===== src/rtl/lcd_seq_controller.sv =====
// HD44780-class character LCD sequencer: runs the init command list after reset
// or on request, then drains {RS, byte} entries from a show-ahead buffer as
// 8-bit beats or high/low nibble beats, each beat paced by the timing driver.
module lcd_seq_controller #(
  parameter int unsigned BUS_WIDTH   = 4,
  parameter int unsigned NUM_LINES   = 2,
  parameter int unsigned FONT_5X10   = 0,
  parameter int unsigned CURSOR_ON   = 0,
  parameter int unsigned BLINK_ON    = 0,
  parameter int unsigned ENTRY_SHIFT = 0
) (
  input  logic                 i_clk,
  input  logic                 i_rst,
  input  logic                 i_reinit,
  input  logic                 i_buf_has_entry,
  input  logic [8:0]           i_buf_data,
  output logic                 o_buf_rd_en,
  input  logic                 i_is_ready,
  output logic [BUS_WIDTH-1:0] o_display_data,
  output logic                 o_display_data_valid,
  output logic                 o_RS,
  output logic                 o_long_exec,
  output logic                 o_init_done,
  output logic                 o_busy
);

  localparam int unsigned IDX_W = 4;
  localparam logic IS_8BIT = (BUS_WIDTH == 8);

  // Init beat index of the last beat, and of the first beat of the clear command
  localparam logic [IDX_W-1:0] LAST_IDX = IS_8BIT ? IDX_W'(3) : IDX_W'(8);
  localparam logic [IDX_W-1:0] CLR_IDX  = IS_8BIT ? IDX_W'(3) : IDX_W'(7);

  localparam logic [7:0] FS_BYTE  = {3'b001, IS_8BIT, (NUM_LINES == 2), (FONT_5X10 != 0), 2'b00};
  localparam logic [7:0] DC_BYTE  = {5'b00001, 1'b1, (CURSOR_ON != 0), (BLINK_ON != 0)};
  localparam logic [7:0] EM_BYTE  = {6'b000001, 1'b1, (ENTRY_SHIFT != 0)};
  localparam logic [7:0] CLR_BYTE = 8'h01;

  typedef enum logic [1:0] {
    ST_INIT    = 2'd0,
    ST_IDLE    = 2'd1,
    ST_SEND_HI = 2'd2,
    ST_SEND_LO = 2'd3
  } state_e;

  state_e                 state_q, state_d;
  logic [IDX_W-1:0]       idx_q, idx_d;
  logic                   pend_q, pend_d;
  logic                   done_q, done_d;
  logic [7:0]             byte_q, byte_d;
  logic                   rs_q, rs_d;
  logic                   rd_en_q, rd_en_d;
  logic                   valid_q, valid_d;
  logic [BUS_WIDTH-1:0]   data_q, data_d;
  logic                   out_rs_q, out_rs_d;
  logic                   long_q, long_d;
  logic                   busy_q, busy_d;
  logic                   xfer;
  logic [7:0]             beat;

  // Payload of init beat idx; 4-bit mode leads with the lone 4'b0010 nibble
  function automatic logic [7:0] init_beat(input logic [IDX_W-1:0] idx);
    logic [7:0] b;
    b = 8'h00;
    if (IS_8BIT) begin
      case (idx)
        4'd0:    b = FS_BYTE;
        4'd1:    b = DC_BYTE;
        4'd2:    b = EM_BYTE;
        default: b = CLR_BYTE;
      endcase
    end else begin
      case (idx)
        4'd0:    b = 8'h02;
        4'd1:    b = {4'h0, FS_BYTE[7:4]};
        4'd2:    b = {4'h0, FS_BYTE[3:0]};
        4'd3:    b = {4'h0, DC_BYTE[7:4]};
        4'd4:    b = {4'h0, DC_BYTE[3:0]};
        4'd5:    b = {4'h0, EM_BYTE[7:4]};
        4'd6:    b = {4'h0, EM_BYTE[3:0]};
        4'd7:    b = {4'h0, CLR_BYTE[7:4]};
        default: b = {4'h0, CLR_BYTE[3:0]};
      endcase
    end
    return b;
  endfunction

  // Next state, then the registered beat/strobe outputs derived from it
  always_comb begin
    state_d  = state_q;
    idx_d    = idx_q;
    pend_d   = pend_q | i_reinit;
    done_d   = done_q;
    byte_d   = byte_q;
    rs_d     = rs_q;
    xfer     = valid_q & i_is_ready;
    valid_d  = 1'b0;
    beat     = 8'h00;
    out_rs_d = 1'b0;
    long_d   = 1'b0;

    case (state_q)
      ST_INIT: begin
        if (xfer) begin
          if (idx_q == LAST_IDX) begin
            idx_d   = '0;
            done_d  = 1'b1;
            state_d = ST_IDLE;
          end else begin
            idx_d = idx_q + IDX_W'(1);
          end
        end
      end
      ST_IDLE: begin
        // A committed pop always completes; otherwise a pending reinit wins
        if (rd_en_q) begin
          byte_d  = i_buf_data[7:0];
          rs_d    = i_buf_data[8];
          state_d = ST_SEND_HI;
        end else if (pend_q) begin
          pend_d  = i_reinit;
          done_d  = 1'b0;
          idx_d   = '0;
          state_d = ST_INIT;
        end
      end
      ST_SEND_HI: begin
        if (xfer) state_d = IS_8BIT ? ST_IDLE : ST_SEND_LO;
      end
      ST_SEND_LO: begin
        if (xfer) state_d = ST_IDLE;
      end
      default: state_d = ST_INIT;
    endcase

    // Pop is decided one cycle ahead so the strobe coincides with the latch cycle
    rd_en_d = (state_d == ST_IDLE) && done_d && i_buf_has_entry && !pend_d && !rd_en_q;
    busy_d  = (state_d != ST_IDLE);

    case (state_d)
      ST_INIT: begin
        valid_d = 1'b1;
        beat    = init_beat(idx_d);
        long_d  = (idx_d >= CLR_IDX);
      end
      ST_SEND_HI: begin
        valid_d  = 1'b1;
        beat     = IS_8BIT ? byte_d : {4'h0, byte_d[7:4]};
        out_rs_d = rs_d;
        long_d   = !rs_d && (byte_d == 8'h01 || byte_d == 8'h02 || byte_d == 8'h03);
      end
      ST_SEND_LO: begin
        valid_d  = 1'b1;
        beat     = {4'h0, byte_d[3:0]};
        out_rs_d = rs_d;
        long_d   = !rs_d && (byte_d == 8'h01 || byte_d == 8'h02 || byte_d == 8'h03);
      end
      default: begin
        valid_d = 1'b0;
      end
    endcase
    data_d = BUS_WIDTH'(beat);
  end

  // State and output registers with synchronous reset
  always_ff @(posedge i_clk) begin
    if (i_rst) begin
      state_q  <= ST_INIT;
      idx_q    <= '0;
      pend_q   <= 1'b0;
      done_q   <= 1'b0;
      byte_q   <= 8'h00;
      rs_q     <= 1'b0;
      rd_en_q  <= 1'b0;
      valid_q  <= 1'b0;
      data_q   <= '0;
      out_rs_q <= 1'b0;
      long_q   <= 1'b0;
      busy_q   <= 1'b1;
    end else begin
      state_q  <= state_d;
      idx_q    <= idx_d;
      pend_q   <= pend_d;
      done_q   <= done_d;
      byte_q   <= byte_d;
      rs_q     <= rs_d;
      rd_en_q  <= rd_en_d;
      valid_q  <= valid_d;
      data_q   <= data_d;
      out_rs_q <= out_rs_d;
      long_q   <= long_d;
      busy_q   <= busy_d;
    end
  end

  assign o_buf_rd_en          = rd_en_q;
  assign o_display_data       = data_q;
  assign o_display_data_valid = valid_q;
  assign o_RS                 = out_rs_q;
  assign o_long_exec          = long_q;
  assign o_init_done          = done_q;
  assign o_busy               = busy_q;

endmodule


===== config.mk =====
export PLATFORM = sky130hd
export DESIGN_NAME = lcd_seq_controller
export DESIGN_NICKNAME = d
export VERILOG_FILES = /design/src/rtl/lcd_seq_controller.sv
export SDC_FILE = /design/constraint.sdc
export NUM_CORES = 1
export LEC_CHECK = 0
export CAP_MARGIN = 20
export CELL_PAD_IN_SITES_DETAIL_PLACEMENT = 0
export CELL_PAD_IN_SITES_GLOBAL_PLACEMENT = 2
export CORE_UTILIZATION = 30
export CTS_CLUSTER_DIAMETER = 150
export DETAILED_ROUTE_END_ITERATION = 12
export PLACE_DENSITY_LB_ADDON = 0.1
export SYNTH_ARGS = -nofsm -noshare
export SYNTH_HDL_FRONTEND = slang
export SYNTH_SLANG_ARGS = --single-unit

===== constraint.sdc =====
create_clock -name i_clk -period 1.8 [get_ports i_clk]
set_input_delay 0.27 -clock i_clk [delete_from_list [all_inputs] [get_ports i_clk]]
set_output_delay 0.27 -clock i_clk [all_outputs]
set_load 0.005 [all_outputs]

==> impl_metrics.env, run 1 <==
export IMPL_die_width_um=68.05
export IMPL_synth_seq_cells=26
export IMPL_cts_root_buf="clkbuf_8"
export IMPL_cts_tree="done"
export IMPL_grt_pass1_vias=1230
export IMPL_async_reset_ff_frac=0
export IMPL_syn_area_per_cell_sq_um=8.554
export IMPL_final_common_cell="buf_4"
export IMPL_tightest_slew_ps=506.0
export IMPL_htreeDepth=1
export IMPL_rsz0062_at_grt="true"
export IMPL_syn_to_final_growth_pct=52.96
export IMPL_ys_seq_area_frac=0.3977
export IMPL_hpwl_um=2776
export IMPL_setup_viol=0
export IMPL_arrival_ps=1920
export IMPL_drc_errors=0
export IMPL_cts_buffer_depth=2
export IMPL_numCtsBuffers=3
export IMPL_placed_cell_area_sq_mm=0.001792
export IMPL_io_pins=24
export IMPL_clock_sinks=26
export IMPL_clk_pin_slew_ps=100
export IMPL_finalHoldViolations=0
export IMPL_timing_final_crit_share=0.9678
export IMPL_grt_usage=0.1654
export IMPL_via_per_inst=5.098
export IMPL_synth_cell_type_count=48
export IMPL_p_sw_frac=0.2076
export IMPL_core_rowCount=23
export IMPL_portBuffers=23
export IMPL_synth_area_sq_mm=0.001309
export IMPL_wire_per_inst_um=14.25
export IMPL_path_class="flip-flop to flip-flop"
export IMPL_grt_ovfl_total=0
export IMPL_first_pass_iters=4
export IMPL_synth_edf_count=0
export IMPL_p_switching_w=0.0002526
export IMPL_fin_nets=223
export IMPL_synth_fp_nets=169
export IMPL_dieArea_sq_mm=0.004631
export IMPL_setup_worst_path_end_class="flip-flop"
export IMPL_synth_top_flop_cell="dfxtp_1"
export IMPL_seqPwrFrac=0.482
export IMPL_power_density_mw_per_mm2=608.0
export IMPL_start_kind="flip-flop"
export IMPL_hp_class="flip-flop to flip-flop"
export IMPL_antenna_found_initial=0
export IMPL_status="finished clean"
export IMPL_clock_fmax_mhz=574.0
export IMPL_drtAntennaViolNets=0
export IMPL_grt_max_degree=16
export IMPL_drt_iter0_drc=77
export IMPL_setup_tns_ps=0
export IMPL_clkPwrFrac=0.398
export IMPL_cp_required_ps=1980
export IMPL_layout_min_cycle_time_ps=1742
export IMPL_layout_common_cells="buf_4 (28), nand2_1 (23), clkdlybuf4s50_1 (22)"
export IMPL_slew_headroom=0.6596
export IMPL_final_area_sq_mm=0.002002
export IMPL_nFillCells=408
export IMPL_slew_violations=0
export IMPL_drive_gt1_frac=0.3058
export IMPL_power_internal_w=0.0009645
export IMPL_comb_power_share=0.119
export IMPL_n_antenna_cell=0
export IMPL_die_y_um=68.05
export IMPL_routed_wl_um=3647
export IMPL_drv_cap=0
export IMPL_irDropWorstVdd_mv=0.3011
export IMPL_clk_latency_ps=270
export IMPL_core_area_sq_mm=0.004086
export IMPL_yosysWarnings=0
export IMPL_place_gp_congestion=0.9241
export IMPL_vias=1305
export IMPL_leakagePower_nw=0.7399
export IMPL_grt_pass1_wl_um=5775
export IMPL_syn_inst=153
export IMPL_fin_skew_ps=5.719
export IMPL_initial_core_util=0.3203
export IMPL_crit_fanout=3
-- repair_timing --
item | CTS | global route
hold buffers | 0 | 0
setup endpoints to repair | 4 | 10
pin swaps | 1 | 9
gates resized for setup | 3 | 27
setup buffers | 0 | 3
-- synthesized netlist by cell type, types with 2 or more instances --
master     instances  area share
dfxtp_1           26        0.40
nand2_1           23       0.066
nor2_1            14       0.040
a21oi_1           12       0.046
nor2b_1            5       0.024
o21ai_0            5       0.019
and2_1             4       0.019
mux2i_1            4       0.031
nor3_1             4       0.015
clkbuf_1           3      0.0086
inv_1              3      0.0086
nand2b_1           3       0.014
nor4_1             3       0.014
a211oi_1           2       0.011
a21o_1             2       0.011
a31oi_1            2      0.0096
and3b_1            2       0.013
ha_1               2       0.019
mux2_2             2       0.017
nand3_1            2      0.0076
nand3b_1           2       0.011
o2111ai_1          2       0.013
-- power groups by stage --
stage                     Clock (W)  Sequential (W)  Combinational, W
after floorplan                   0        0.000602         0.0000452
after global placement            0        0.000601          0.000121
after detailed placement          0        0.000601          0.000120
after CTS                  0.000499        0.000588          0.000122
after global routing       0.000523        0.000589          0.000156
final                      0.000485        0.000587          0.000145
-- cells by family after synthesis --
group / count (synthesis) / share of synthesized area
XOR/XNOR: 1 / 0.006693
multiplexers: 7 / 0.06501
flip-flops: 26 / 0.3977
adder cells (fa/ha/maj): 2 / 0.01912
AND/OR/NAND/NOR: 69 / 0.2648
AO/OA/AOI/OAI: 40 / 0.2228
buffers and inverters: 8 / 0.02389
-- path summary, 6_finish.rpt --
check | start | endpoint | slack, ps | depth (start not counted)
worst max-delay path | idx_q[1] | o_display_data[1] | 60 | 9
worst min-delay path | rs_q | rs_q | 480 | 2
worst max register to register | idx_q[1] | o_display_data[1] | 60 | 9
worst min register to register | rs_q | rs_q | 480 | 2
-- registers in the layout, summed over array words and instances (netlist names) --
register,count
o_long_exec,1
pend_q,1
o_buf_rd_en,1
o_display_data_valid,1
o_display_data,4
idx_q,4
byte_q,8
o_init_done,1
rs_q,1
state_q,2
o_RS,1
o_busy,1
-- metal layers --
metal,global-route usage,share of wire,vias to the layer above
met3,0.02333,0.028,2
met1,0.2365,0.51,626
li1,-,-,657
met5,0,0,-
met2,0.2610,0.46,20
met4,0.03385,0.0027,0
-- cell type report --
type / instances / area [sq um] / area share
inverter: 3 / 11.26 / 0.005625
clock buffer: 3 / 41.29 / 0.02063
multi-input combinational: 119 / 850.8 / 0.4250
timing repair buffer: 54 / 476.7 / 0.2381
sequential: 26 / 529.3 / 0.2644
clock inverter: 1 / 30.03 / 0.01500
tap: 50 / 62.56 / 0.03125
-- stage by stage --
step / worst slack [ps] / hold WS [ps] / power (W) / utilization / cells
after detailed placement: -343.7 / 464.8 / 0.0007208 / 0.4385 / 249
after global placement: -284.6 / 463.2 / 0.0007213 / 0.4385 / 249
after CTS: 4.434 / 479.4 / 0.001209 / 0.4593 / 253
final: 57.94 / 476.7 / 0.001217 / 0.4899 / 256
after global routing: -45.46 / 503.1 / 0.001269 / 0.4899 / 256
after floorplan: 118.4 / 350.5 / 0.0006469 / - / 153
-- critical path, stage by stage (launching register included) --
cell and delay [ps]:
dfxtp_2 340, inv_2 60, ha_4 140, nand3b_1 150
buf_4 190, a31oi_4 150, a2bb2oi_4 180, nor3b_2 170
a21oi_1 60, o32ai_1 210
Note: power is estimated with default switching activity, not from simulation.
==> run 2, diff against run 1 <==
--- a/config.mk
+++ b/config.mk
@@ -8,7 +8,7 @@
 export CAP_MARGIN = 20
 export CELL_PAD_IN_SITES_DETAIL_PLACEMENT = 0
 export CELL_PAD_IN_SITES_GLOBAL_PLACEMENT = 2
-export CORE_UTILIZATION = 30
+export CORE_UTILIZATION = 32
 export CTS_CLUSTER_DIAMETER = 150
 export DETAILED_ROUTE_END_ITERATION = 12
 export PLACE_DENSITY_LB_ADDON = 0.1
==> constraint.sdc (replaced) <==
create_clock -name i_clk -period 2.1 [get_ports i_clk]
set_input_delay 0.315 -clock i_clk [delete_from_list [all_inputs] [get_ports i_clk]]
set_output_delay 0.315 -clock i_clk [all_outputs]
set_load 0.005 [all_outputs]
==> run 2 against run 1 <==
Global-route usage decreased by 0.095 points. Count of clock-buffer cells in the layout increased by 1. Clock skew decreased by 3.2 ps.
==> impl_metrics.env, run 2 (synthesis gave the netlist of run 1 again) <==
export IMPL_status="finished clean"
export IMPL_min_from="byte_q[3]"
export IMPL_post_cts_resized=0
export IMPL_clock_fmax_mhz=507.3
export IMPL_drive_gt1_frac=0.1571
export IMPL_regMostFlops="byte_q"
export IMPL_core_area_sq_mm=0.003799
export IMPL_start_kind="flip-flop"
export IMPL_fin_nets=208
export IMPL_setup_viol=0
export IMPL_post_route_util=0.4634
export IMPL_fin_skew_ps=2.550
export IMPL_layout_common_cells="dfxtp_1 (26), nand2_1 (23), clkdlybuf4s50_1 (23)"
export IMPL_r2r_start="state_q[0]"
export IMPL_slew_violations=0
export IMPL_rsz0062_at_grt="false"
export IMPL_first_pass_iters=4
export IMPL_drc_errors=0
export IMPL_via_per_inst=5.188
export IMPL_layout_min_cycle_time_ps=1971
export IMPL_min_to="byte_q[3]"
export IMPL_grt_pass1_wl_um=5388
export IMPL_holdPathStages=2
export IMPL_m1WireLength_um=1603
export IMPL_drtAntennaViolNets=0
export IMPL_post_place_ws_ps=-100.5
export IMPL_r2r_worst_path_cells=6
export IMPL_placed_cell_area_sq_mm=0.001699
export IMPL_wire_per_inst_um=13.74
export IMPL_clk_pin_slew_ps=90
export IMPL_dieArea_sq_mm=0.004349
export IMPL_grt_pass1_vias=1166
export IMPL_setup_tns_ps=0
export IMPL_grt_usage=0.1644
export IMPL_total_power_w=0.0009182
export IMPL_hp_class="flip-flop to flip-flop"
export IMPL_drv_cap=0
export IMPL_regArea_sq_um=520.5
export IMPL_rr_endpoint="o_display_data[2]"
export IMPL_cts_tree="done"
export IMPL_clock_sinks=26
export IMPL_vias=1240
export IMPL_final_area_sq_mm=0.001760
export IMPL_antenna_found_initial=0
export IMPL_n_antenna_cell=0
export IMPL_setup_worst_path_end_class="flip-flop"
export IMPL_cts_buffer_depth=2
export IMPL_hpwl_um=2612
export IMPL_cp_required_ps=2320
export IMPL_finalHoldViolations=0
export IMPL_power_density_mw_per_mm2=521.6
export IMPL_place_gp_congestion=0.8042
export IMPL_io_pins=24
export IMPL_numCtsBuffers=3
export IMPL_grt_max_degree=18
export IMPL_largest_reg_flops=8
export IMPL_portBuffers=23
export IMPL_crit_fanout=10
export IMPL_path_class="flip-flop to flip-flop"
export IMPL_die_y_um=65.95
export IMPL_met2WireLength_um=1527
export IMPL_leakagePower_nw=0.6320
export IMPL_layout_setup_ws_ps=128.9
export IMPL_postCtsHoldBufs=0
export IMPL_final_common_cell="dfxtp_1"
export IMPL_clk_latency_ps=270
export IMPL_initial_core_util=0.3445
export IMPL_cts_setup_buffers=0
export IMPL_grt_ovfl_total=0
export IMPL_rrSetupSlack_ps=130
export IMPL_core_rowCount=22
export IMPL_slew_headroom=0.7185
export IMPL_top_layer_used="met4"
export IMPL_arrival_ps=2190
export IMPL_timing_final_crit_share=0.9386
export IMPL_cts_root_buf="clkbuf_8"
export IMPL_drt_iter0_drc=66
export IMPL_nFillCells=380
export IMPL_irDropWorstVdd_mv=0.3363
export IMPL_syn_to_final_growth_pct=34.51
export IMPL_die_width_um=65.95
export IMPL_tightest_slew_ps=421.2
export IMPL_multi_input_area_sq_um=763.2
export IMPL_htreeDepth=1
export IMPL_routed_wl_um=3285
export IMPL_wl_met3_um=108
## run 2: cell count changes in the layout (fill, tap and decap cells not counted), moves of 2 or more
cell / change
nor2_1: +2
nor2_2: -2
inv_1: +2
inv_2: -2
dfxtp_2: -4
dfxtp_1: +5
a2bb2oi_4: -2
buf_6: -3
buf_4: -12
a2bb2oi_2: +2
## run 2: per-stage QoR
stage          hold WS, ps  cells
2_1_floorplan        395.6    153
3_3_place_gp         466.8    235
3_5_place_dp         467.2    235
4_1_cts              477.9    239
5_1_grt              528.1    239
6_report             480.8    239
## run 2: area by class of cell
cell class,count,area share
well taps,48,0.03412
clock buffers,4,0.03127
inverters,3,0.006397
repair buffers,39,0.1990
multi-input cells,119,0.4335
flip-flops and latches,26,0.2957
## run 2: critical path: stages, from the launching register on
cell	delay, ps
dfxtp_1	550
or2b_1	340
o22ai_2	180
a21oi_4	100
and2_1	240
nor4_1	370
a31o_1	140
## run 2: how the worst max path moves through the flow
stage               startpoint           endpoint  slack [ps]  cells past startpoint
global route        state_q[0]  o_display_data[2]          40                      6
finish              state_q[0]  o_display_data[2]         130                      6
detailed placement  i_is_ready  o_display_data[2]        -100                      7
global placement    i_is_ready  o_display_data[2]        -150                      7
floorplan             idx_q[0]        o_long_exec         420                      7
CTS                   idx_q[1]  o_display_data[2]         100                      8
## run 2: per-layer routing
metal,vias to the layer above,GRT usage
li1,623,-
met1,585,0.2094
met2,27,0.2730
met3,5,0.02931
met4,0,0.06383
met5,-,0
## run 2: power breakdown
group	internal (W)	switching, W
Combinational	0.0000541	0.0000412
Sequential	0.000499	0.00000487
Clock	0.000168	0.000151
==> run 3, diff against run 2 <==
--- a/config.mk
+++ b/config.mk
@@ -5,7 +5,6 @@
 export SDC_FILE = /design/constraint.sdc
 export NUM_CORES = 1
 export LEC_CHECK = 0
-export CAP_MARGIN = 20
 export CELL_PAD_IN_SITES_DETAIL_PLACEMENT = 0
 export CELL_PAD_IN_SITES_GLOBAL_PLACEMENT = 2
 export CORE_UTILIZATION = 32
==> results of run 3 <==
No change in the layout: final DEF, timing and power equal those of run 2.
